$ cat config.mk
export PLATFORM = sky130hd
export DESIGN_NAME = ocm_stream_reader
export DESIGN_NICKNAME = d
export VERILOG_FILES = /design/src/rtl/ocm_pkg.sv /design/src/rtl/ocm_rd_fifo.sv /design/src/rtl/ocm_stream_reader.sv
export SDC_FILE = /design/constraint.sdc
export NUM_CORES = 1
export LEC_CHECK = 0
export ABC_AREA = 1
export CORE_ASPECT_RATIO = 0.9
export CORE_MARGIN = 5
export CORE_UTILIZATION = 55
export CTS_BUF_LIST = sky130_fd_sc_hd__clkbuf_8
export CTS_CLUSTER_SIZE = 14
export DETAILED_ROUTE_END_ITERATION = 8
export PLACE_DENSITY = 0.8
export SYNTH_ARGS = -nofsm -noshare
export SYNTH_HDL_FRONTEND = slang
export SYNTH_SLANG_ARGS = --single-unit
$ cat constraint.sdc
create_clock -name clk -period 5.5 [get_ports clk]
set_input_delay 1.1 -clock clk [delete_from_list [all_inputs] [get_ports clk]]
set_output_delay 1.1 -clock clk [all_outputs]
set_load 0.01 [all_outputs]
$ cat src/rtl/ocm_pkg.sv
// Shared definitions for the on-chip-memory stream reader.
// Holds the memory geometry defaults and the reader FSM state type.
package ocm_pkg;

    localparam int OCM_ADDR_W     = 14;
    localparam int OCM_DATA_W     = 64;
    localparam int OCM_DEPTH      = 8960;
    localparam int OCM_FIFO_DEPTH = 4;

    typedef enum logic [1:0] {
        ST_IDLE  = 2'd0,
        ST_RUN   = 2'd1,
        ST_DRAIN = 2'd2
    } ocm_state_e;

endpackage

$ cat src/rtl/ocm_rd_fifo.sv
// Show-ahead synchronous FIFO used as the output buffer of the stream reader.
// Ports:
//   clk_i, rst_i        clock, asynchronous active-high reset
//   flush_i             synchronous clear of all entries (wins over push/pop)
//   push_i/push_data_i  write one entry
//   pop_i               consume the head entry (caller only pops when !empty_o)
//   rd_data_o           head entry, zero while empty
//   empty_o, count_o    occupancy status
module ocm_rd_fifo #(
    parameter int DATA_W = 64,
    parameter int DEPTH  = 4
) (
    input  logic                     clk_i,
    input  logic                     rst_i,
    input  logic                     flush_i,
    input  logic                     push_i,
    input  logic [DATA_W-1:0]        push_data_i,
    input  logic                     pop_i,
    output logic [DATA_W-1:0]        rd_data_o,
    output logic                     empty_o,
    output logic [$clog2(DEPTH):0]   count_o
);

    localparam int PTR_W = $clog2(DEPTH);
    localparam int CNT_W = PTR_W + 1;

    logic [DATA_W-1:0] mem_q [DEPTH];
    logic [PTR_W-1:0]  wr_ptr_q, wr_ptr_d;
    logic [PTR_W-1:0]  rd_ptr_q, rd_ptr_d;
    logic [CNT_W-1:0]  count_q, count_d;

    // DEPTH is a power of two, so pointers wrap naturally.
    always_comb begin
        wr_ptr_d = wr_ptr_q;
        rd_ptr_d = rd_ptr_q;
        count_d  = count_q;
        if (flush_i) begin
            wr_ptr_d = '0;
            rd_ptr_d = '0;
            count_d  = '0;
        end else begin
            if (push_i) wr_ptr_d = wr_ptr_q + 1'b1;
            if (pop_i)  rd_ptr_d = rd_ptr_q + 1'b1;
            if (push_i && !pop_i)      count_d = count_q + 1'b1;
            else if (!push_i && pop_i) count_d = count_q - 1'b1;
        end
    end

    always_ff @(posedge clk_i or posedge rst_i) begin
        if (rst_i) begin
            wr_ptr_q <= '0;
            rd_ptr_q <= '0;
            count_q  <= '0;
        end else begin
            wr_ptr_q <= wr_ptr_d;
            rd_ptr_q <= rd_ptr_d;
            count_q  <= count_d;
        end
    end

    // Storage carries data only; occupancy is tracked by the counters above.
    always_ff @(posedge clk_i) begin
        if (push_i && !flush_i) mem_q[wr_ptr_q] <= push_data_i;
    end

    assign empty_o   = (count_q == '0);
    assign count_o   = count_q;
    assign rd_data_o = empty_o ? '0 : mem_q[rd_ptr_q];

endmodule

$ cat src/rtl/ocm_stream_reader.sv
// Avalon-MM read initiator that plays a contiguous region of the on-chip
// sample memory out as a valid/ready stream, optionally looping.
// Ports:
//   clk, reset                 clock, asynchronous active-high reset
//   start/abort                command pulses (abort has priority)
//   base_addr/num_words/loop   transfer arguments, latched on accepted start
//   busy/done/err              status; done and err are one-cycle pulses
//   mem_*                      Avalon-MM read port (fixed 1-cycle latency)
//   m_data/m_valid/m_ready     output stream
module ocm_stream_reader
    import ocm_pkg::*;
#(
    parameter int ADDR_W     = OCM_ADDR_W,
    parameter int DATA_W     = OCM_DATA_W,
    parameter int MEM_DEPTH  = OCM_DEPTH,
    parameter int FIFO_DEPTH = OCM_FIFO_DEPTH
) (
    input  logic                  clk,
    input  logic                  reset,
    input  logic                  start,
    input  logic                  abort,
    input  logic [ADDR_W-1:0]     base_addr,
    input  logic [ADDR_W:0]       num_words,
    input  logic                  loop,
    output logic                  busy,
    output logic                  done,
    output logic                  err,
    output logic [ADDR_W-1:0]     mem_address,
    output logic                  mem_chipselect,
    output logic                  mem_write,
    output logic [DATA_W/8-1:0]   mem_byteenable,
    output logic                  mem_clken,
    input  logic [DATA_W-1:0]     mem_readdata,
    output logic [DATA_W-1:0]     m_data,
    output logic                  m_valid,
    input  logic                  m_ready
);

    localparam int CNT_W = $clog2(FIFO_DEPTH) + 1;
    localparam logic [ADDR_W-1:0] LAST_ADDR = ADDR_W'(MEM_DEPTH - 1);
    localparam logic [ADDR_W:0]   DEPTH_WORDS = (ADDR_W + 1)'(MEM_DEPTH);
    localparam logic [ADDR_W:0]   REM_ONE = (ADDR_W + 1)'(1);
    localparam logic [CNT_W:0]    FIFO_LIMIT = (CNT_W + 1)'(FIFO_DEPTH);

    ocm_state_e          state_q, state_d;
    logic [ADDR_W-1:0]   addr_q, addr_d;
    logic [ADDR_W:0]     rem_q, rem_d;
    logic [ADDR_W-1:0]   base_q, base_d;
    logic [ADDR_W:0]     num_q, num_d;
    logic                loop_q, loop_d;
    logic                inflight_q, inflight_d;
    logic                done_q, done_d;
    logic                err_q, err_d;

    logic                issue;
    logic                pop;
    logic                fifo_empty;
    logic [CNT_W-1:0]    fifo_count;
    logic [CNT_W:0]      occupancy;
    logic                can_issue;
    logic                args_bad;

    function automatic logic [ADDR_W-1:0] wrap_inc(input logic [ADDR_W-1:0] a);
        return (a == LAST_ADDR) ? '0 : a + 1'b1;
    endfunction

    assign pop      = m_valid && m_ready;
    assign args_bad = ({1'b0, base_addr} >= DEPTH_WORDS) || (num_words > DEPTH_WORDS);

    // Credit check: words already buffered plus the one returning this cycle,
    // less the one leaving, must leave room for the read issued now.
    assign occupancy = {1'b0, fifo_count} + {{CNT_W{1'b0}}, inflight_q};
    assign can_issue = pop ? (occupancy <= FIFO_LIMIT) : (occupancy < FIFO_LIMIT);

    always_comb begin
        state_d = state_q;
        addr_d  = addr_q;
        rem_d   = rem_q;
        base_d  = base_q;
        num_d   = num_q;
        loop_d  = loop_q;
        done_d  = 1'b0;
        err_d   = 1'b0;
        issue   = 1'b0;
        if (abort) begin
            state_d = ST_IDLE;
        end else begin
            case (state_q)
                ST_IDLE: begin
                    if (start) begin
                        if (args_bad) begin
                            err_d = 1'b1;
                        end else if (num_words == '0) begin
                            done_d = 1'b1;
                        end else begin
                            state_d = ST_RUN;
                            addr_d  = base_addr;
                            rem_d   = num_words;
                            base_d  = base_addr;
                            num_d   = num_words;
                            loop_d  = loop;
                        end
                    end
                end
                ST_RUN: begin
                    if (can_issue) begin
                        issue = 1'b1;
                        if (rem_q == REM_ONE) begin
                            // Looping restarts the pass seamlessly on the next read.
                            if (loop_q) begin
                                addr_d = base_q;
                                rem_d  = num_q;
                            end else begin
                                addr_d  = wrap_inc(addr_q);
                                rem_d   = '0;
                                state_d = ST_DRAIN;
                            end
                        end else begin
                            addr_d = wrap_inc(addr_q);
                            rem_d  = rem_q - REM_ONE;
                        end
                    end
                end
                ST_DRAIN: begin
                    // Finish as the final word is handed over, so done lands
                    // in the cycle right after that handshake.
                    if (!inflight_q && (fifo_count == {{(CNT_W-1){1'b0}}, pop})) begin
                        done_d  = 1'b1;
                        state_d = ST_IDLE;
                    end
                end
                default: state_d = ST_IDLE;
            endcase
        end
    end

    assign inflight_d = issue;

    always_ff @(posedge clk or posedge reset) begin
        if (reset) begin
            state_q    <= ST_IDLE;
            addr_q     <= '0;
            rem_q      <= '0;
            base_q     <= '0;
            num_q      <= '0;
            loop_q     <= 1'b0;
            inflight_q <= 1'b0;
            done_q     <= 1'b0;
            err_q      <= 1'b0;
        end else begin
            state_q    <= state_d;
            addr_q     <= addr_d;
            rem_q      <= rem_d;
            base_q     <= base_d;
            num_q      <= num_d;
            loop_q     <= loop_d;
            inflight_q <= inflight_d;
            done_q     <= done_d;
            err_q      <= err_d;
        end
    end

    // A word returning during an abort is dropped rather than buffered.
    ocm_rd_fifo #(
        .DATA_W (DATA_W),
        .DEPTH  (FIFO_DEPTH)
    ) u_fifo (
        .clk_i       (clk),
        .rst_i       (reset),
        .flush_i     (abort),
        .push_i      (inflight_q && !abort),
        .push_data_i (mem_readdata),
        .pop_i       (pop),
        .rd_data_o   (m_data),
        .empty_o     (fifo_empty),
        .count_o     (fifo_count)
    );

    assign m_valid        = !fifo_empty;
    assign busy           = (state_q != ST_IDLE);
    assign done           = done_q;
    assign err            = err_q;
    assign mem_address    = addr_q;
    assign mem_chipselect = issue;
    assign mem_write      = 1'b0;
    assign mem_byteenable = '1;
    assign mem_clken      = 1'b1;

endmodule

# Word-level counts from Yosys, hierarchy flattened
# Memory sizes are Yosys's and may differ from the RTL's.
# Index checks and enable logic that the tools add are counted.
[classes]
add_sub_neg = 7
magnitude_cmp = 4
eq_ne = 16
mux = 48
bitwise = 3
n_reduce_logical = 23
[op_table]
columns = ["operator", "count"]
rows = [
  ["$mux 14", 7],
  ["$mux 15", 6],
  ["$mux 64", 1],
  ["$pmux 15 s2", 1],
  ["$pmux 14 s2", 1],
  ["$mux 2", 12],
  ["$ne 3x3->1 const B", 7],
  ["$eq 15x1->1 const B", 1],
  ["$gt 15x14->1 const B", 1],
  ["$logic_not 15->1", 1],
  ["$mux 1", 15],
  ["$sub 15x1->15 const B", 1],
  ["$add 14x1->14 const B", 1],
  ["$eq 14x14->1 const B", 1],
  ["$ge 14x14->1 const B", 1],
  ["$mux 3", 3],
  ["$ne 2x2->1 const B", 4],
  ["$reduce_bool 2->1", 4],
  ["$reduce_and 7->1", 1],
  ["$logic_and 1x1->1", 6],
  ["$pmux 2 s3", 1],
  ["$reduce_and 6->1", 1],
  ["$logic_not 1->1", 5],
  ["$reduce_and 5->1", 1],
  ["other kinds (15)", 18],
]
[word_totals]
regBits = 71
mem_bits_rw = 256
input_bits = 99
output_inout_bits = 93
n_memories = 1
[memory_table]
columns = ["memory", "words", "width", "rd", "rd_clocked_by_memory_dff", "wr", "line_no", "rtl"]
rows = [
  ["u_fifo.mem_q", 4, 64, 1, 0, 1, "ocm_rd_fifo.sv:27", "logic [DATA_W-1:0] mem_q [DEPTH];"],
]

# Longest topological paths before layout
[depth]
word_depth = 8
ltp_mapped = 14
mapped_depth_nobuf = 14

# Cells and area by module
# A second synthesis with hierarchy kept.
[unflattened]
cells_unflattened = 1750
hier_area_um2 = 15635.0
[by_module_without_submodules]
columns = ["mod", "n_inst", "cells_per_inst", "area_per_inst_um2", "seq_area_each_um2"]
rows = [
  ["ocm_rd_fifo", 1, 1068, 11254.5, 7862.5],
  ["ocm_stream_reader", 1, 682, 4380.5, 1601.5],
]

# Worst setup path after synthesis
# Ideal clock, no wire load.
[synth_timing]
kind = "input -> register"
startpoint = "input port abort"
endpoint = "memory u_fifo.mem_q[0][0], enable pin"
setup_time_ns = 0.486
t_arrival_ns = 4.068
required_ns = 5.014
slack_ns = 0.946
path_stages = 3
path_cell_list = "nor2_1 inv_1 nor2_1"
[synth_via]
elab_chain_cells = 5
[synth_lines]
columns = ["element", "line_no", "rtl"]
rows = [
  ["start: declaration", "ocm_stream_reader.sv:21", "input logic abort,"],
  ["$logic_not 1->1 *", "ocm_rd_fifo.sv:63, ocm_stream_reader.sv:171", ""],
  ["$logic_and 1x1->1", "ocm_stream_reader.sv:171", ".push_i (inflight_q && !abort),"],
  ["$logic_and 1x1->1 *", "ocm_rd_fifo.sv:63", "if (push_i && !flush_i) mem_q[wr_ptr_q] <= push_data_i;"],
  ["$mux 1 *", "ocm_rd_fifo.sv:63", ""],
  ["$mux 1 (implied by the code) *", "ocm_rd_fifo.sv:63", ""],
  ["end: declaration", "ocm_rd_fifo.sv:27", ""],
]
# Mark *: on every way between the ends. The rest lies on a longest branch, timed or not.

# Worst setup path in the final report
[layout_timing]
startpoint = "register u_fifo.rd_ptr_q[0]"
endpoint = "output port m_data[46]"
[layout_via]
elab_chain_cells = 2
[layout_lines]
columns = ["element", "line_no", "rtl"]
rows = [
  ["start: declaration", "ocm_rd_fifo.sv:29", "logic [PTR_W-1:0] rd_ptr_q, rd_ptr_d;"],
  ["start signal: assignment", "ocm_rd_fifo.sv:56", "rd_ptr_q <= rd_ptr_d;"],
  ["$mem_v2 4x64", "-", ""],
  ["$mux 64", "ocm_rd_fifo.sv:68", "assign rd_data_o = empty_o ? '0 : mem_q[rd_ptr_q];"],
  ["end: declaration", "ocm_stream_reader.sv:34", "output logic [DATA_W-1:0] m_data,"],
]
# Every way passes these cells.

==> impl_metrics.toml <==
[status]
outcome = "complete, no violations"

[sta]
tightest_slew_ns = 1.046
fin_crit_ns = 4.504
finalSetupViolations = 0
maxSlewViolCount = 0
rsz0062_at_grt = "false"
fin_skew_ns = 0.04189
post-route-period-util_pct = 81.89
hold_viol = 0
max_slew_margin_pct = 30.24
final.setup.tns_ns = 0
whs_ns = 0.4732
clock.fmax_mhz = 222.0

[cts]
numCtsBuffers = 51
post_cts_buffers = 0
ctsResizeCount = 0
cts_tree = "yes"
cts_hold_buf = 0
h-tree-depth = 2
clk_pin_slew_ns = 0.06
clock-sinks = 327
cts-root-buf = "clkbuf_8"
clk_latency_ns = 0.61
clk_path_buf_depth = 3

[floorplanning]
io-pin-count = 192
die_h_um = 163.6
rows = 56
die_area_mm2 = 0.02956
die_x_um = 180.7
core_mm2 = 0.02592
start_util_pct = 55.62

[layout]
fin_area_mm2 = 0.01749
drive_gt1_share_pct = 7.254
antenna_cells = 0
finalNetCount = 1735
num-fill-cells = 1942
syn_to_final_growth_pct = 21.30

[grt]
grt_pass1_vias = 11010
gr-total-overflow = 0
grt_pass1_wl_um = 56320
grt_start_max_net_pins = 99
grt_usage_pct = 23.61
grt_antenna_before_repair = 4

[placement]
dpl-instance-area_mm2 = 0.01650
gp_congestion = 0.9483
io_buffers = 181
dpl.hpwl_um = 22170

[synthesis]
synthFlopType = "edfxtp_1"
syn_area_mm2 = 0.01442
synth_edf_count = 256
synth_area_per_cell_um2 = 9.999
synth_seq_cells = 327
synth_warnings = 0
synth_top_family_by_area = "simple AND/OR/NAND/NOR gates"
synth_cell_types = 37
synth-xor-area-share_pct = 0.4859
netlist_instances = 1442
synth-compound-area-share_pct = 9.580
synth_fa_ha_area_share_pct = 0.9198
synth-simple-area-share_pct = 18.55
async_reset_ff_share_pct = 21.71
yosysSeqAreaShare_pct = 65.64
synth.area.mux_share_pct = 0

[routing]
ant_nets = 0
vias = 10920
drt_pre_antenna_iters = 5
drt_wl_total_um = 35360
drt-initial-drc-count = 937
wl_per_cell_um = 17.54
drc_errors = 0
via_per_inst = 5.415

[power_and_ir_drop]
peakVddDrop_mv = 0.3131
p_comb_share_pct = 30.2
p_leak_nw = 6.800
pwr-share-clk_pct = 27.6
p_seq_share_pct = 42.2
switching_share_pct = 33.01
p_switching_mw = 2.333
power_density_mw_per_mm2 = 404.0
p_int_mw = 4.733

[setup_path]
r2r_slack_ns = 2.97
path_common_cell = "nor2_1"
critPathMaxFanout = 98
cpPeakStageDelay_ns = 0.85
start_kind = "flop"
end_kind = "output port"
worstReg2RegStart = "inflight_q"
critPathKind = "reg2out"
reg2reg_depth = 5
required_ns = 4.40
crit_slowest_cell = "buf_4"
path_cells = "buf_4, nor2_1, nor2_1, o21ai_0, a21oi_1, clkdlybuf4s50_1"
arrival_ns = 3.40
crit-reg2reg-capture = "u_fifo.mem_q[0][49]"

[worst_hold_path]
min_path_cells = 2
hold_class = "reg2reg"
hold_start = "num_q[9]"
holdPathEnd = "num_q[9]"

[flow_run]
cap_viol_max_count = 0
==> kinds of logic after synthesis <==
logic type | count (synthesis)
simple gates | 662
xor+xnor | 8
buf+inv | 161
fa+ha+maj | 10
flops | 327
compound gates | 272
other cells | 2
==> synth_stat cells, types with 4 or more instances <==
master,instances,share of area (%)
or2_2,7,0.30
a21oi_1,77,2.7
dfrtp_1,71,12
o21ai_0,170,5.9
buf_1,9,0.23
clkbuf_1,38,0.99
nor2_1,328,8.5
ha_1,9,0.78
a31oi_1,6,0.26
buf_2,15,0.52
inv_1,79,2.1
edfxtp_1,256,53
xor2_1,6,0.36
nand4_1,16,0.69
buf_4,11,0.57
nor2_2,7,0.30
o21ai_1,14,0.49
inv_2,4,0.10
nand2_1,242,6.3
nand3_1,49,1.7
==> worst max-delay path: cells and delay by family, from the launching register on <==
kind / cells / cell delay [ns]
simple gates: 2 / 0.25
buf+inv: 2 / 1.45
compound gates: 2 / 0.42
flops: 1 / 0.65
==> routing by layer <==
metal / track usage (%) / part of all wire [%]
met4: 8.557 / 2.9
met3: 6.502 / 8.4
met2: 38.10 / 47
met5: 0 / 0.14
met1: 31.08 / 41
==> registers in the layout (all words and copies together) (netlist names) <==
register	flops
u_fifo.rd_ptr_q	2
u_fifo.wr_ptr_q	2
mem_address	14
rem_q	15
u_fifo.count_o	3
err	1
done	1
inflight_q	1
base_q	14
state_q	2
u_fifo.mem_q	256
loop_q	1
num_q	15
==> stage by stage <==
step	total power, mW	setup WS, ns	util (%)	std cells
after floorplan	4.122	0.9462	-	1450
after global placement	5.110	1.707	63.64	1921
after detailed placement	5.153	1.634	63.64	1921
after CTS	7.113	0.9859	67.47	2016
after global routing	7.454	0.7816	67.47	2016
final	7.065	0.9961	67.47	2016
==> area by class of cell <==
class | instances | area, um2 | share of cell area (%)
timing repair buffer | 199 | 1947 | 11.13
clock buffer | 59 | 812.0 | 4.643
clock inverter | 36 | 180.2 | 1.030
multi-input combinational | 962 | 4327 | 24.74
inverter | 85 | 320.3 | 1.831
sequential | 327 | 9469 | 54.14
tap | 348 | 435.4 | 2.489
==> layout by cell type, fill, tap and decap left out, types with 2 or more instances in the layout <==
| master | synthesis | layout |
|---|---|---|
| nand4_1 | 16 | 16 |
| nand2_1 | 242 | 242 |
| clkdlybuf4s50_1 | 0 | 181 |
| nand3_2 | 2 | 2 |
| xnor2_1 | 2 | 2 |
| nand2_2 | 2 | 2 |
| inv_1 | 79 | 94 |
| nor3_1 | 3 | 3 |
| clkbuf_8 | 0 | 59 |
| dfrtp_1 | 71 | 69 |
| edfxtp_1 | 256 | 256 |
| nor2_1 | 328 | 324 |
| o211ai_1 | 2 | 2 |
| nor2_2 | 7 | 7 |
| clkinv_2 | 1 | 6 |
| nand3b_1 | 2 | 2 |
| nand2_4 | 2 | 2 |
| or2_2 | 7 | 7 |
| nand3_1 | 49 | 49 |
| o21ai_1 | 14 | 14 |
| buf_4 | 11 | 18 |
| clkinv_1 | 1 | 11 |
| a31oi_1 | 6 | 6 |
| nor2_4 | 1 | 5 |
| a21oi_1 | 77 | 77 |
| ha_1 | 9 | 9 |
| conb_1 | 2 | 10 |
| xor2_1 | 6 | 6 |
| inv_2 | 4 | 5 |
| o21ai_0 | 170 | 170 |
==> power groups by stage <==
stage / clock network, mW / registers (mW) / logic [mW]
2_1_floorplan: 0 / 2.98 / 1.14
3_3_place_gp: 0 / 3.02 / 2.09
3_5_place_dp: 0 / 3.03 / 2.13
4_1_cts: 1.98 / 2.98 / 2.15
5_1_grt: 2.09 / 3.00 / 2.36
6_report: 1.95 / 2.98 / 2.13
==> how the worst max path moves through the flow <==
stage | start | end | slack [ns] | cells past startpoint
floorplan | abort | u_fifo.mem_q[0][0] | 0.95 | 3
CTS | u_fifo.rd_ptr_q[0] | m_data[46] | 0.99 | 6
global placement | u_fifo.rd_ptr_q[0] | m_data[39] | 1.71 | 5
global route | u_fifo.rd_ptr_q[0] | m_data[0] | 0.78 | 5
detailed placement | u_fifo.rd_ptr_q[0] | m_data[0] | 1.63 | 5
finish | u_fifo.rd_ptr_q[0] | m_data[46] | 1.0 | 6
Note: power is estimated with default switching activity, not from simulation.
